File: src/rtl/node_sampler_if.sv
// node_sampler_if
// Result port of the node sampler: one window result per valid/ready
// handshake.
//   out_valid  - result register holds an unaccepted result
//   out_ready  - consumer accepts when out_valid && out_ready
//   out_node   - node index of the held result
//   out_count  - saturating transition count for that window
//   out_level  - synchronised level on the last cycle of the window
// Modports: master (the sampler drives the result), slave (the consumer).
interface node_sampler_if #(
    parameter int NODE_W = 4,
    parameter int CNT_W  = 4
);
    logic              out_valid;
    logic              out_ready;
    logic [NODE_W-1:0] out_node;
    logic [CNT_W-1:0]  out_count;
    logic              out_level;

    modport master (
        output out_valid,
        output out_node,
        output out_count,
        output out_level,
        input  out_ready
    );

    modport slave (
        input  out_valid,
        input  out_node,
        input  out_count,
        input  out_level,
        output out_ready
    );
endinterface

File: src/rtl/node_sampler.sv
// node_sampler
// Read-out stage for the single-node reservoir. It synchronises the
// free-running delay-loop output and splits one acquisition into N_NODES
// windows of NODE_CYCLES clocks. For each window it reports the saturating
// transition count and the final level through a one-entry result register.
// Ports:
//   clk, rst_n - clock, asynchronous active-low reset
//   start      - single-cycle acquisition request (ignored while busy)
//   delay_in   - asynchronous delay-chain output
//   result     - valid/ready result port (node_sampler_if.master)
//   busy       - acquisition running or result pending
//   overrun    - sticky: a window result was dropped
module node_sampler #(
    parameter int N_NODES     = 16,
    parameter int NODE_CYCLES = 8,
    parameter int CNT_W       = 4
) (
    input  logic           clk,
    input  logic           rst_n,
    input  logic           start,
    input  logic           delay_in,
    node_sampler_if.master result,
    output logic           busy,
    output logic           overrun
);
    localparam int NODE_W = (N_NODES > 1) ? $clog2(N_NODES) : 1;
    localparam int WC_W   = (NODE_CYCLES > 1) ? $clog2(NODE_CYCLES) : 1;
    localparam logic [NODE_W-1:0] LAST_NODE = NODE_W'(N_NODES - 1);
    localparam logic [WC_W-1:0]   LAST_WC   = WC_W'(NODE_CYCLES - 1);

    typedef enum logic {
        IDLE,
        SAMPLE
    } state_t;

    state_t            state;
    logic              s1;
    logic              s2;
    logic              prev;
    logic              edge_det;
    logic              take;
    logic [NODE_W-1:0] node;
    logic [WC_W-1:0]   wc;
    logic [CNT_W-1:0]  acc;

    // Increment that sticks at the all-ones count.
    function automatic logic [CNT_W-1:0] sat_inc(input logic [CNT_W-1:0] value,
                                                 input logic             inc);
        if (inc && (value != {CNT_W{1'b1}})) begin
            return value + CNT_W'(1);
        end
        return value;
    endfunction

    assign edge_det = s2 ^ prev;
    // A window result can load when the register is empty or is being
    // emptied by a handshake in this same cycle.
    assign take     = !result.out_valid || result.out_ready;
    assign busy     = (state == SAMPLE) || result.out_valid;

    always_ff @(posedge clk or negedge rst_n) begin
        if (!rst_n) begin
            s1               <= 1'b0;
            s2               <= 1'b0;
            prev             <= 1'b0;
            state            <= IDLE;
            node             <= '0;
            wc               <= '0;
            acc              <= '0;
            overrun          <= 1'b0;
            result.out_valid <= 1'b0;
            result.out_node  <= '0;
            result.out_count <= '0;
            result.out_level <= 1'b0;
        end else begin
            s1   <= delay_in;
            s2   <= s1;
            prev <= s2;

            // Handshake empties the register; a reload below overrides this.
            if (result.out_valid && result.out_ready) begin
                result.out_valid <= 1'b0;
            end

            case (state)
                IDLE: begin
                    if (start && !result.out_valid) begin
                        state   <= SAMPLE;
                        node    <= '0;
                        wc      <= '0;
                        acc     <= '0;
                        overrun <= 1'b0;
                    end
                end
                SAMPLE: begin
                    if (wc == LAST_WC) begin
                        // An edge on the final cycle still belongs to this window.
                        if (take) begin
                            result.out_valid <= 1'b1;
                            result.out_node  <= node;
                            result.out_count <= sat_inc(acc, edge_det);
                            result.out_level <= s2;
                        end else begin
                            overrun <= 1'b1;
                        end
                        wc  <= '0;
                        acc <= '0;
                        if (node == LAST_NODE) begin
                            state <= IDLE;
                        end else begin
                            node <= node + NODE_W'(1);
                        end
                    end else begin
                        wc  <= wc + WC_W'(1);
                        acc <= sat_inc(acc, edge_det);
                    end
                end
                default: state <= IDLE;
            endcase
        end
    end
endmodule

File: src/flat_wrapper.sv
// flat-port wrapper written by rule: the top's interface ports become plain ports
module node_sampler_flat 
#(
    parameter int N_NODES     = 16,
    parameter int NODE_CYCLES = 8,
    parameter int CNT_W       = 4
)
  (clk, rst_n, start, delay_in, busy, overrun, result_out_valid, result_out_node, result_out_count, result_out_level, result_out_ready);
  node_sampler_if #(.CNT_W(CNT_W)) result_i ();
  input  logic clk;
  input  logic rst_n;
  input  logic start;
  input  logic delay_in;
  output logic busy;
  output logic overrun;
  output wire logic [$bits(result_i.out_valid)-1:0] result_out_valid;
  output wire logic [$bits(result_i.out_node)-1:0] result_out_node;
  output wire logic [$bits(result_i.out_count)-1:0] result_out_count;
  output wire logic [$bits(result_i.out_level)-1:0] result_out_level;
  input wire logic [$bits(result_i.out_ready)-1:0] result_out_ready;
  assign result_out_valid = result_i.out_valid;
  assign result_out_node = result_i.out_node;
  assign result_out_count = result_i.out_count;
  assign result_out_level = result_i.out_level;
  assign result_i.out_ready = result_out_ready;
  node_sampler #(.N_NODES(N_NODES), .NODE_CYCLES(NODE_CYCLES), .CNT_W(CNT_W)) u_core (.clk(clk), .rst_n(rst_n), .start(start), .delay_in(delay_in), .result(result_i), .busy(busy), .overrun(overrun));
endmodule
File: config.mk
export PLATFORM = sky130hd
export DESIGN_NAME = node_sampler_flat
export DESIGN_NICKNAME = d
export VERILOG_FILES = /design/src/rtl/node_sampler_if.sv /design/src/rtl/node_sampler.sv /design/src/flat_wrapper.sv
export SDC_FILE = /design/constraint.sdc
export NUM_CORES = 1
export LEC_CHECK = 0
export CELL_PAD_IN_SITES_DETAIL_PLACEMENT = 1
export CELL_PAD_IN_SITES_GLOBAL_PLACEMENT = 2
export CORE_MARGIN = 5
export CORE_UTILIZATION = 25
export CTS_BUF_LIST = sky130_fd_sc_hd__clkbuf_8
export CTS_CLUSTER_DIAMETER = 120
export DETAILED_ROUTE_END_ITERATION = 10
export PLACE_DENSITY = 0.65
export SYNTH_ARGS = -nofsm -noshare
export SYNTH_HDL_FRONTEND = slang
export SYNTH_SLANG_ARGS = --single-unit
File: constraint.sdc
create_clock -name clk -period 2.5 [get_ports clk]
set_input_delay 0.5 -clock clk [delete_from_list [all_inputs] [get_ports clk]]
set_output_delay 0.5 -clock clk [all_outputs]
set_load 0.02 [all_outputs]
==> summary.md <==
| Metric | Value |
|---|---|
| Placement Setup Slack | 665 ps |
| Setup TNS | 0 ps |
| Final setup vio count | 0 |
| Number of CTS-inserted buffers | 3 |
| Crit path buf inv count | 1 |
| Syn_nets | 136 |
| FP Rows | 26 |
| Wire length of the first global-routing pass | 6000 microns |
| Chip Width | 83.6 microns |
| Vias/cell | 4.99 |
| Power density over the cells | 1120 nW/um^2 |
| Largest family of logic cells by synthesized area | simple AND/OR/NAND/NOR gates |
| Total iterations of the first detailed-routing run | 4 |
| Nets | 154 |
| Adder-cell share of the synthesized area | 0.0463 |
| Initial Util | 0.261 |
| Yosys warning count | 0 |
| CTS resizes | 0 |
| Simple-Gate Fraction of Synth Area | 0.191 |
| Fin crit period | 2070 ps |
| Ant. Diodes | 0 |
| CTS max path bufs | 2 |
| Number of setup buffers added after CTS | 0 |
| Post-Layout Cell Count | 212 |
| GP Congestion | 0.785 |
| Seq pwr share | 0.410 |
| Total power | 1.81 mW |
| Rel. slew slack | 0.675 |
| Hold Buf Count CTS | 0 |
| Synth Area in XOR/XNOR | 0.0241 |
| Slowest CP cell | clkdlybuf4s50_1 |
| WHS Path Cells | 0 |
| WL/cell | 16.3 microns |
| Required @ worst endpoint | 2000 ps |
| Commonest cells after routing, fill and taps aside | dfrtp_1, clkdlybuf4s50_1, nand3_1 |
| Die Span Y | 83.6 microns |
| Clock power frac | 0.131 |
| Worst-path cell chain | or2_2 -> clkdlybuf4s50_1 |
| Max cap viols | 0 |
| Antenna violations before repair | 0 |
| Vias in the first global route | 1,204 |
| Synthesized area per cell | 10.7 sq um |
| Synth Register Bits | 26 |
| Area grow syn2layout | 19.7% |
| Crit end category | output port |
| Leak Pwr | 0.658 nW |
| # port buffers | 16 |
| Synthesized cell area | 1350 sq um |
| Max IR drop VDD | 0.000394 V |
| DRC | 0 |
| RSZ-0062 raised after global routing | false |
| NetSw | 0.733 mW |
| Net Sw Frac | 0.404 |
| Measured slew at the worst slew-check pin | 485 ps |
| Setup Skew | 4.07 ps |
| Initial DRC Count | 61 |
| H-tree levels | 1 |
| Clk pin slew, worst setup/hold paths | 90 ps |
| Largest stage delay, worst path | 540 ps |
| Unique masters post-synth | 40 |
| Crit start category | flop |
| Multiplexer area fraction after synthesis | 0.0416 |
| Final Hold Viols | 0 |
| TritonCTS clock tree | built |
| Comb power frac | 0.458 |
| Remaining Overflow, GRT | 0 |
| FMAX | 483 MHz |
| Slew Viols, Final | 0 |
| Post-place instance area | 1580 sq um |
| Worst R2R Setup Slack | 710 ps |
| Cell internal pwr | 1.08 mW |
| CTS Sinks | 26 |
| Total wire length | 3460 microns |
| Worst EP arrival | 1570 ps |
| Post-synthesis compound-gate area fraction | 0.178 |
| Top delay family on crit path | buffers and inverters |
| Worst Hold Launch | u_core.s1 |
| Dpl hpwl | 2510 microns |
| Reg2reg start | u_core.wc[0] |
| Cells after synthesis | 126 |
| R2R Path End | u_core.result.out_node[0] |
| HP Class | reg2reg |
| Die Area | 6980 sq um |
| Share of cells above drive strength 1 | 0.106 |
| Most common cell after layout, fill and taps aside | dfrtp_1 |
| Total Routing Usage GR | 0.104 |
| Final ANT Viol Nets | 0 |
| PnR worst setup slack | 432 ps |
| R2R depth | 5 |
| Largest net degree at the start of global routing | 27 |
| Via count | 1,058 |
| Status | finished, final reports clean |
| Top Ports | 17 |
| Crit Path Class | reg2out |
| Root Buffer | clkbuf_8 |
| Seq/Total Area, Yosys | 0.481 |
| Worst-skew pair later-pin latency | 270 ps |
| Dpl cells | 209 |
| Hold EP | u_core.s2 |
| Crit-path max FO | 6 |
| Core ar. | 5170 sq um |
| Final period util | 0.827 |
| Design Area, Final | 1620 sq um |
==> cell usage after synthesis <==
cell type | number | area share
nand2_2 | 1 | 0.0046
a41oi_1 | 1 | 0.0065
xor2_2 | 1 | 0.012
o21ai_1 | 2 | 0.0074
buf_2 | 3 | 0.011
a32oi_1 | 2 | 0.013
or3b_4 | 1 | 0.0083
mux2_1 | 2 | 0.017
nor4_1 | 1 | 0.0046
or4_1 | 1 | 0.0056
a31oi_1 | 2 | 0.0092
o21ai_0 | 5 | 0.018
o31a_1 | 1 | 0.0065
ha_1 | 5 | 0.046
dfrtp_1 | 26 | 0.48
or2b_1 | 1 | 0.0056
o211ai_1 | 4 | 0.022
nand2_1 | 6 | 0.017
a21oi_1 | 8 | 0.030
o2bb2a_1 | 2 | 0.015
o31ai_1 | 3 | 0.017
nor2_1 | 2 | 0.0056
a2111o_1 | 1 | 0.0083
xnor2_2 | 1 | 0.012
and2_1 | 2 | 0.0092
nand3_1 | 15 | 0.056
nand4b_1 | 1 | 0.0065
inv_1 | 3 | 0.0083
nand2b_1 | 4 | 0.018
and3b_1 | 1 | 0.0065
mux2_2 | 3 | 0.025
buf_6 | 2 | 0.017
a21boi_1 | 1 | 0.0056
and3_1 | 2 | 0.0092
a22o_1 | 2 | 0.013
or2_2 | 1 | 0.0046
nor4b_2 | 1 | 0.011
o2111ai_1 | 1 | 0.0065
inv_2 | 1 | 0.0028
nor2b_1 | 4 | 0.018
==> worst max-delay path by stage <==
| stage | depth (start not counted) | start | slack, ps | to |
|---|---|---|---|---|
| after global placement | 4 | start | 690 | u_core.node[3] |
| after floorplan | 5 | u_core.wc[0] | 910 | u_core.result.out_level |
| after detailed placement | 4 | result_out_ready | 660 | u_core.result.out_node[0] |
| after CTS | 2 | u_core.result.out_valid | 420 | busy |
| final | 2 | u_core.result.out_valid | 430 | busy |
| after global routing | 2 | u_core.result.out_valid | 390 | busy |
==> area by class of cell <==
class,instances,area [sq um]
fillers,579,3550
flip-flops and latches,26,651
multi-input cells,91,649
repair buffers,18,175
well taps,70,87.6
clock buffers,3,41.3
inverters,4,15.0
==> power by group through the flow <==
stage / clock (mW) / combinational, mW / sequential, mW
finish: 0.238 / 0.832 / 0.744
global route: 0.263 / 0.917 / 0.768
CTS: 0.250 / 0.845 / 0.742
detailed placement: 0 / 0.839 / 0.748
global placement: 0 / 0.821 / 0.744
floorplan: 0 / 0.484 / 0.778
==> logic make-up after synthesis <==
family | count (synthesis)
simple gates | 44
compound gates | 35
flops | 26
buf+inv | 9
mux | 5
fa+ha+maj | 5
xor+xnor | 2
==> metrics by stage <==
stage | hold WS [ps] | utilization
after detailed placement | 346 | 0.305
after floorplan | 204 | -
after CTS | 377 | 0.313
after global placement | 345 | 0.305
final | 372 | 0.313
after global routing | 383 | 0.313
==> state kept, by name, summed over array words and instances, names as in the netlist, 3 cells and up <==
name                     cells
u_core.node                  4
u_core.wc                    3
u_core.result.out_node       4
u_core.acc                   4
u_core.result.out_count      4
==> metal layers <==
layer  wire length [microns]  GRT usage
met1                    1660      0.136
met2                    1680      0.178
met3                      74    0.00691
met4                      41     0.0395
met5                       0          0
Note: power is estimated with default switching activity, not from simulation.
